### src/rtl/interval_timer_pkg.sv
// Shared register map, CTRL bit layout and state encoding for the interval timer.
package interval_timer_pkg;

  localparam logic [1:0] ADDR_RELOAD   = 2'd0;
  localparam logic [1:0] ADDR_PRESCALE = 2'd1;
  localparam logic [1:0] ADDR_CTRL     = 2'd2;
  localparam logic [1:0] ADDR_COUNT    = 2'd3;

  localparam int unsigned CTRL_EN       = 0;
  localparam int unsigned CTRL_PERIODIC = 1;
  localparam int unsigned CTRL_IRQ_EN   = 2;
  localparam int unsigned CTRL_EXPIRED  = 3;

  typedef enum logic {
    ST_IDLE = 1'b0,
    ST_RUN  = 1'b1
  } state_e;

  // Field order matches the CTRL bit indices above (en is bit 0).
  typedef struct packed {
    logic expired;
    logic irq_en;
    logic periodic;
    logic en;
  } ctrl_t;

  function automatic logic [31:0] ctrl_word(ctrl_t c);
    return 32'(c);
  endfunction

endpackage

### src/rtl/irq_pulse_stretcher.sv
// Holds its output high for PULSE_CYCLES clocks after each trigger; a new trigger restarts the count.
module irq_pulse_stretcher #(
  parameter int unsigned PULSE_CYCLES = 4
) (
  input  logic clk,
  input  logic reset,
  input  logic trigger,
  output logic pulse
);

  localparam int unsigned CNT_W = $clog2(PULSE_CYCLES + 1);

  logic [CNT_W-1:0] cnt;

  // pulse is high exactly while cnt is nonzero, registered alongside it
  always_ff @(posedge clk) begin
    if (reset) begin
      cnt   <= '0;
      pulse <= 1'b0;
    end else if (trigger) begin
      cnt   <= CNT_W'(PULSE_CYCLES);
      pulse <= 1'b1;
    end else if (cnt != '0) begin
      cnt   <= cnt - CNT_W'(1);
      pulse <= (cnt != CNT_W'(1));
    end
  end

endmodule

### src/rtl/interval_timer.sv
// Memory-mapped down-counting timer with prescaler; raises a stretched interrupt pulse on expiry.
module interval_timer
  import interval_timer_pkg::*;
#(
  parameter int unsigned PULSE_CYCLES = 4,
  parameter int unsigned PRESCALE_W   = 16
) (
  input  logic        clk,
  input  logic        reset,
  input  logic        start,
  input  logic        we,
  input  logic [1:0]  addr,
  input  logic [31:0] data,
  output logic [31:0] q,
  output logic        done,
  output logic        int_out
);

  state_e                state, state_d;
  ctrl_t                 ctrl, ctrl_d;
  logic [31:0]           reload, reload_d;
  logic [31:0]           count, count_d;
  logic [PRESCALE_W-1:0] prescale, prescale_d;
  logic [PRESCALE_W-1:0] psc, psc_d;
  logic                  tick_c;
  logic                  expire_c;
  logic                  trig_c;
  logic [31:0]           rdata_c;

  always_ff @(posedge clk) begin
    if (reset) begin
      state    <= ST_IDLE;
      ctrl     <= '0;
      reload   <= '0;
      count    <= '0;
      prescale <= '0;
      psc      <= '0;
    end else begin
      state    <= state_d;
      ctrl     <= ctrl_d;
      reload   <= reload_d;
      count    <= count_d;
      prescale <= prescale_d;
      psc      <= psc_d;
    end
  end

  // Counting first, then a bus write overrides it so written CTRL bits win a same-cycle expiry.
  always_comb begin
    state_d    = state;
    ctrl_d     = ctrl;
    reload_d   = reload;
    count_d    = count;
    prescale_d = prescale;
    psc_d      = psc;
    expire_c   = 1'b0;
    tick_c     = (state == ST_RUN) && (psc == prescale);

    if (state == ST_RUN) begin
      psc_d = tick_c ? '0 : psc + PRESCALE_W'(1);
      if (tick_c) begin
        if (count != '0) begin
          count_d = count - 32'd1;
        end else begin
          expire_c       = 1'b1;
          ctrl_d.expired = 1'b1;
          if (ctrl.periodic) begin
            count_d = reload;
          end else begin
            ctrl_d.en = 1'b0;
            state_d   = ST_IDLE;
          end
        end
      end
    end

    if (start && we) begin
      case (addr)
        ADDR_RELOAD:   reload_d   = data;
        ADDR_PRESCALE: prescale_d = data[PRESCALE_W-1:0];
        ADDR_CTRL: begin
          ctrl_d.en       = data[CTRL_EN];
          ctrl_d.periodic = data[CTRL_PERIODIC];
          ctrl_d.irq_en   = data[CTRL_IRQ_EN];
          // a concurrent expiry keeps the sticky flag set despite write-1-to-clear
          if (data[CTRL_EXPIRED] && !expire_c) ctrl_d.expired = 1'b0;
          if (data[CTRL_EN]) begin
            state_d = ST_RUN;
            count_d = reload;
            psc_d   = '0;
          end else begin
            state_d = ST_IDLE;
          end
        end
        default: ;
      endcase
    end
  end

  always_comb begin
    rdata_c = '0;
    case (addr)
      ADDR_RELOAD:   rdata_c = reload;
      ADDR_PRESCALE: rdata_c = 32'(prescale);
      ADDR_CTRL:     rdata_c = ctrl_word(ctrl);
      ADDR_COUNT:    rdata_c = count;
      default:       rdata_c = '0;
    endcase
  end

  always_ff @(posedge clk) begin
    if (reset) begin
      done <= 1'b0;
      q    <= '0;
    end else begin
      done <= start;
      q    <= (start && !we) ? rdata_c : '0;
    end
  end

  assign trig_c = expire_c && ctrl.irq_en;

  irq_pulse_stretcher #(
    .PULSE_CYCLES(PULSE_CYCLES)
  ) u_stretch (
    .clk     (clk),
    .reset   (reset),
    .trigger (trig_c),
    .pulse   (int_out)
  );

endmodule

### config.mk
export PLATFORM = sky130hd
export DESIGN_NAME = interval_timer
export DESIGN_NICKNAME = d
export VERILOG_FILES = /design/src/rtl/interval_timer_pkg.sv /design/src/rtl/irq_pulse_stretcher.sv /design/src/rtl/interval_timer.sv
export SDC_FILE = /design/constraint.sdc
export NUM_CORES = 1
export LEC_CHECK = 0
export BUFFER_PORTS_ARGS = -buffer_cell sky130_fd_sc_hd__buf_2
export CAP_MARGIN = 20
export CORE_MARGIN = 5
export CORE_UTILIZATION = 64
export DETAILED_ROUTE_END_ITERATION = 6
export PLACE_DENSITY = 0.95
export SLEW_MARGIN = 20
export SYNTH_ARGS = -nofsm -noshare
export SYNTH_HDL_FRONTEND = slang
export SYNTH_SLANG_ARGS = --single-unit
### constraint.sdc
create_clock -name clk -period 7.7 [get_ports clk]
set_clock_uncertainty 0.15 [all_clocks]
set_input_delay 0 -clock clk [delete_from_list [all_inputs] [get_ports clk]]
set_output_delay 0 -clock clk [all_outputs]
set_load 0.03 [all_outputs]
==> impl_metrics.env, run 1 <==
export IMPL_status="finished with violations"
export IMPL_violations="DRC"
export IMPL_drc_errors=4
export IMPL_hp_class="in2reg"
export IMPL_cpPeakStageDelay_ps=620
export IMPL_drt_wl_total_um=21500
export IMPL_critical_path_max_fanout=19
export IMPL_crit_start="psc[0]$_SDFF_PP0_"
export IMPL_p_switching_mw=0.565
export IMPL_ys_async_sr_fraction=0
export IMPL_fp_coreArea_um2=10800
export IMPL_min_period_over_period=0.400
export IMPL_numClockSinks=138
export IMPL_yosys_cell_types_count=73
export IMPL_cts_resized=0
export IMPL_numPortBuffers=71
export IMPL_dieArea_um2=13100
export IMPL_nets=1001
export IMPL_grt_overflow=0
export IMPL_slew_headroom=0.273
export IMPL_syn_nets=918
export IMPL_synth_compound_area_share=0.190
export IMPL_crit_family="simple AND/OR/NAND/NOR gates"
export IMPL_place_ws_ps=4760
export IMPL_clockRootBuffer="clkbuf_8"
export IMPL_htreeDepth=4
export IMPL_synth_cells=873
export IMPL_holdCritStartpoint="addr[0]"
export IMPL_utilization=0.784
export IMPL_n_fill_cell=663
export IMPL_fin_total_pwr_mw=1.96
export IMPL_p_per_area_nw_per_um2=231
export IMPL_hold_violations=0
export IMPL_crit_type="reg2reg"
export IMPL_dp_cells=1026
export IMPL_cp_num_buf_inv=0
export IMPL_synth_top_area_frac=0.394
export IMPL_worstMarginPinSlew_ps=1080
export IMPL_vias_per_cell=6.52
export IMPL_antenna_found_initial=0
export IMPL_peakVddDrop_mv=0.191
export IMPL_synthTopCellsByArea="dfxtp_1 39%, nand2_1 7.8%, a21oi_1 5.9%"
export IMPL_max_freq_mhz=325
export IMPL_synth_xor_area_frac=0.0388
export IMPL_ys_seq_area_frac=0.394
export IMPL_clock_path_buffers=2
export IMPL_vias=7224
export IMPL_fin_ws_ps=4620
export IMPL_yosys_mux_area_fraction=0.0609
export IMPL_synth_avg_cell_area_um2=8.03
export IMPL_dpl_hpwl_um=12500
export IMPL_rsz0062_at_grt="no"
export IMPL_drv_slew=0
export IMPL_yosys_area_share_simple=0.260
export IMPL_switching_share=0.289
export IMPL_power_internal_mw=1.39
export IMPL_die_w_um=115
export IMPL_p_comb_frac=0.189
export IMPL_die_height_um=115
export IMPL_finalWeightedCongestion=0.993
export IMPL_grt_pass1_wl_um=34800
export IMPL_synthAdderAreaFrac=0.0125
export IMPL_cp_depth=6
export IMPL_drive_gt1_frac=0.142
export IMPL_synth_area_leader_cell="dfxtp_1"
export IMPL_cp_slowest_cell="or2_1"
export IMPL_yosys_register_bits=138
export IMPL_synth_commonest_cells="145 x nand2_1, 138 x dfxtp_1, 106 x nor2_1"
export IMPL_post_cts_buffers=0
export IMPL_row_count=38
export IMPL_arrival_ps=3360
export IMPL_p_clk_frac=0.427
export IMPL_cp_data_required_time_ps=7980
export IMPL_wl_per_cell_um=19.4
export IMPL_yosysMostFrequentCell="nand2_1"
export IMPL_synth_flop_cell="dfxtp_1"
export IMPL_p_seq_frac=0.384
export IMPL_ant_nets=0
export IMPL_period_needed_ps=3080
export IMPL_synth_top_family_by_area="simple AND/OR/NAND/NOR gates"
export IMPL_drt_initial_drc_count=1050
export IMPL_clk_pin_slew_ps=60
export IMPL_diodes=0
export IMPL_cts_tree="built"
export IMPL_path_cells="xor2_1 -> nor4_1 -> nand3_1 -> or2_1 -> o41a_1 -> o31a_1"
export IMPL_tns_ps=0
export IMPL_initial_utilization=0.649
export IMPL_final_cells=1108
export IMPL_grt_max_degree=92
export IMPL_first_pass_iters=7
export IMPL_reg2reg_from="psc[0]$_SDFF_PP0_"
export IMPL_clk_latency_ps=540
export IMPL_pin_count=72
export IMPL_mappedNetlistArea_um2=7010
export IMPL_setup_viol=0
export IMPL_p_leak_nw=3.44
export IMPL_synth_warnings=0
export IMPL_max_cap_violations=0
export IMPL_synth_edf_count=0
export IMPL_start_kind="flip-flop"
export IMPL_syn2layout_area_growth_pct=20.7
export IMPL_rr_worst_depth=6
export IMPL_grt_pass1_vias=6872
export IMPL_numCtsBuffers=17
export IMPL_grt_usage=0.333
export IMPL_hold_depth=5
export IMPL_end_kind="flip-flop"
[through the flow]
| step | area [um^2] | hold WS [ps] |
|---|---|---|
| floorplan | 7010 | -14.0 |
| global route | 8460 | 36.8 |
| global placement | 7350 | 92.4 |
| detailed placement | 7350 | 99.2 |
| CTS | 8460 | 7.46 |
| finish | 8460 | 26.8 |
[path summary, 6_finish.rpt]
| check | slack, ps | end |
|---|---|---|
| hold / removal | 30 | q[5]$_SDFF_PP0_ |
| setup reg to reg | 4620 | count[14]$_SDFF_PP0_ |
| hold reg to reg | 320 | ctrl[0]$_SDFF_PP0_ |
| setup / recovery | 4620 | count[14]$_SDFF_PP0_ |
[state kept, by name (all words and copies together) (netlist names), 3 cells and up]
signal	count
prescale	16
u_stretch.cnt	3
ctrl	4
reload	32
psc	16
count	32
q	32
[per-layer routing]
layer,GRT usage,vias to the layer above,part of all wire
met4,0.178,0,0.043
met5,0,-,0
li1,-,3278,-
met3,0.0867,103,0.10
met2,0.533,510,0.47
met1,0.410,3333,0.38
[kinds of logic after synthesis]
logic type	count (synthesis)
xor gates and xnor gates	31
DFF	138
muxes	37
AOI/OAI and AO/OA	205
buffers and inverters	77
adders and majority gates	7
and+or+nand+nor	378
[layout by cell type (no fill, tap or decap), types with 11 or more instances in the layout]
master,instances
o21ai_0,22
dfxtp_1,138
a22oi_1,18
a2bb2oi_1,12
buf_2,71
nor3_1,18
a211oi_1,11
buf_4,11
nand3_1,23
mux2i_1,31
clkbuf_16,16
nor4_1,18
a21oi_1,82
dlygate4sd3_1,51
nand2_1,145
nor2_1,105
xor2_1,23
[layout make-up]
| type | instances | area, um^2 | share of cell area |
|---|---|---|---|
| clock buffer | 20 | 455 | 0.0538 |
| clock inverter | 11 | 145 | 0.0172 |
| inverter | 8 | 30.0 | 0.00355 |
| multi-input combinational | 658 | 3940 | 0.466 |
| sequential | 138 | 2760 | 0.327 |
| tap | 140 | 175 | 0.0207 |
| timing repair buffer | 133 | 948 | 0.112 |
[repair_timing]
item | CTS | global route
hold buffers | 51 | 0
endpoints found under the hold margin | 87 | 0
setup endpoints to repair | 0 | 0
[worst register-to-register path: cells and delay by family, from the launching register on]
family / cells / cell delay, ps
AOI/OAI and AO/OA: 2 / 780
and+or+nand+nor: 3 / 1480
xor gates and xnor gates: 1 / 130
DFF: 1 / 440
[power by group through the flow]
stage	combinational (mW)	clock [mW]	sequential (mW)
2_1_floorplan	0.257	0	0.762
3_3_place_gp	0.329	0	0.763
3_5_place_dp	0.335	0	0.765
4_1_cts	0.356	0.832	0.750
5_1_grt	0.403	0.872	0.752
6_report	0.369	0.836	0.751
(Power assumes the default switching activity.)
==> inputs of run 2 (changes only) <==
- CORE_UTILIZATION: 64 -> 59
- PLACE_DENSITY: 0.95 -> 0.91
- clock period: 7.7 -> 2.9 ns (I/O delays scaled with it)
==> impl_metrics.env, run 2 (synthesis gave the netlist of run 1 again) <==
export IMPL_status="completed"
export IMPL_clk_pin_slew_ps=60
export IMPL_nets=1020
export IMPL_die_height_um=119
export IMPL_row_count=39
export IMPL_drv_slew=0
export IMPL_grt_usage=0.290
export IMPL_pin_count=72
export IMPL_grt_pass1_vias=6467
export IMPL_reg2reg_slack_ps=230
export IMPL_rsz0062_at_grt="no"
export IMPL_path_cells="or3_1 -> nor4_4 -> nand3_4 -> and3_1 -> mux2_4 -> o32ai_2"
export IMPL_utilization=0.746
export IMPL_end_kind="flip-flop"
export IMPL_critical_path_max_fanout=18
export IMPL_first_pass_iters=5
export IMPL_initial_utilization=0.608
export IMPL_final_cell_mix="145 x nand2_1, 138 x dfxtp_1, 105 x nor2_1"
export IMPL_fin_area_um2=8590
export IMPL_period_needed_ps=2670
export IMPL_drt_initial_drc_count=675
export IMPL_cp_num_buf_inv=0
export IMPL_hp_class="in2reg"
export IMPL_setup_viol=0
export IMPL_vias_per_cell=6.20
export IMPL_final_common_cell="nand2_1"
export IMPL_n_fill_cell=828
export IMPL_htreeDepth=4
export IMPL_reg2reg_from="count[7]$_SDFF_PP0_"
export IMPL_vias=7011
export IMPL_drt_wl_total_um=20400
export IMPL_finalWeightedCongestion=0.992
export IMPL_drive_gt1_frac=0.169
export IMPL_crit_family="simple AND/OR/NAND/NOR gates"
export IMPL_arrival_ps=2860
export IMPL_grt_max_degree=50
export IMPL_crit_type="reg2reg"
export IMPL_max_freq_mhz=375
export IMPL_min_period_over_period=0.920
export IMPL_grt_overflow=0
export IMPL_antenna_found_initial=0
export IMPL_ant_nets=0
export IMPL_cp_slowest_cell="or3_1"
export IMPL_clock_path_buffers=2
export IMPL_wl_per_cell_um=18.1
export IMPL_drc_errors=0
export IMPL_numCtsBuffers=17
export IMPL_dpl_hpwl_um=13400
export IMPL_tns_ps=0
export IMPL_worstMarginPinSlew_ps=806
export IMPL_p_leak_nw=3.51
export IMPL_hold_violations=0
export IMPL_peakVddDrop_mv=0.427
export IMPL_diodes=0
export IMPL_hold_depth=4
export IMPL_cpPeakStageDelay_ps=560
export IMPL_grt_pass1_wl_um=33300
export IMPL_clk_latency_ps=430
export IMPL_numPortBuffers=71
export IMPL_crit_start="count[7]$_SDFF_PP0_"
export IMPL_post_cts_buffers=0
export IMPL_clockRootBuffer="clkbuf_16"
export IMPL_cts_tree="built"
export IMPL_slew_headroom=0.460
export IMPL_numClockSinks=138
export IMPL_holdCritStartpoint="addr[0]"
export IMPL_placed_cell_area_um2=7580
export IMPL_syn2layout_area_growth_pct=22.6
export IMPL_rr_worst_depth=6
export IMPL_r2r_end="count[19]$_SDFF_PP0_"
export IMPL_hold_end="ctrl[1]$_SDFFE_PP0P_"
export IMPL_fp_coreArea_um2=11500
export IMPL_die_w_um=119
export IMPL_start_kind="flip-flop"
export IMPL_cp_data_required_time_ps=3090
export IMPL_max_cap_violations=0
export IMPL_top_regs="count (32), q (32), reload (32)"
export IMPL_p_per_area_nw_per_um2=614
export IMPL_dieArea_um2=14200
run 2: changes by cell type in the layout (fill, tap and decap cells not counted), sizes merged:
cell         delta
buf            +31
clkinvlp        +1
clkbuf          +1
dlygate4sd3    -12
clkinv          -1
run 2: worst max path at each step:
stage / depth (start not counted) / end / slack (ps)
finish: 6 / count[19]$_SDFF_PP0_ / 230
global route: 9 / count[24]$_SDFF_PP0_ / 110
floorplan: 8 / count[22]$_SDFF_PP0_ / 440
detailed placement: 6 / count[19]$_SDFF_PP0_ / 260
global placement: 6 / count[19]$_SDFF_PP0_ / 340
CTS: 6 / count[19]$_SDFF_PP0_ / 250
run 2: tightest hold or removal path: stages:
cell,delay [ps]
buf_2,90
and4b_1,290
a21oi_1,180
nor2_1,50
run 2: what timing repair did:
item,4_1_cts,5_1_grt
hold buffers,39,0
gates resized for setup,0,0
endpoints found under the hold margin,59,0
run 2: routing by layer:
metal | vias up | routed length, um | GRT usage
met5 | - | 0 | 0
met4 | 0 | 541 | 0.112
met3 | 58 | 1690 | 0.0720
met2 | 362 | 9720 | 0.474
met1 | 3272 | 8470 | 0.372
li1 | 3319 | - | -
run 2: area by class of cell:
type / count / area, um^2 / share of cell area
clock buffer: 21 / 470 / 0.0548
clock inverter: 11 / 144 / 0.0168
inverter: 8 / 30.0 / 0.00350
multi-input combinational: 658 / 3940 / 0.459
sequential: 138 / 2760 / 0.322
tap: 143 / 179 / 0.0208
timing repair buffer: 152 / 1060 / 0.124
run 2: through the flow:
stage	hold slack [ps]	total power [mW]	cells	setup WS [ps]
2_1_floorplan	-14.0	2.71	873	435
3_3_place_gp	92.5	3.00	1060	336
3_5_place_dp	97.0	3.02	1060	264
4_1_cts	53.5	5.27	1131	247
5_1_grt	103	5.49	1131	112
6_report	70.7	5.28	1131	232
run 2: where the power goes:
part	internal (mW)	switching, mW	leakage [nW]
combinational	0.447	0.611	2.11
sequential	1.94	0.0479	1.11
clock	1.41	0.815	0.291
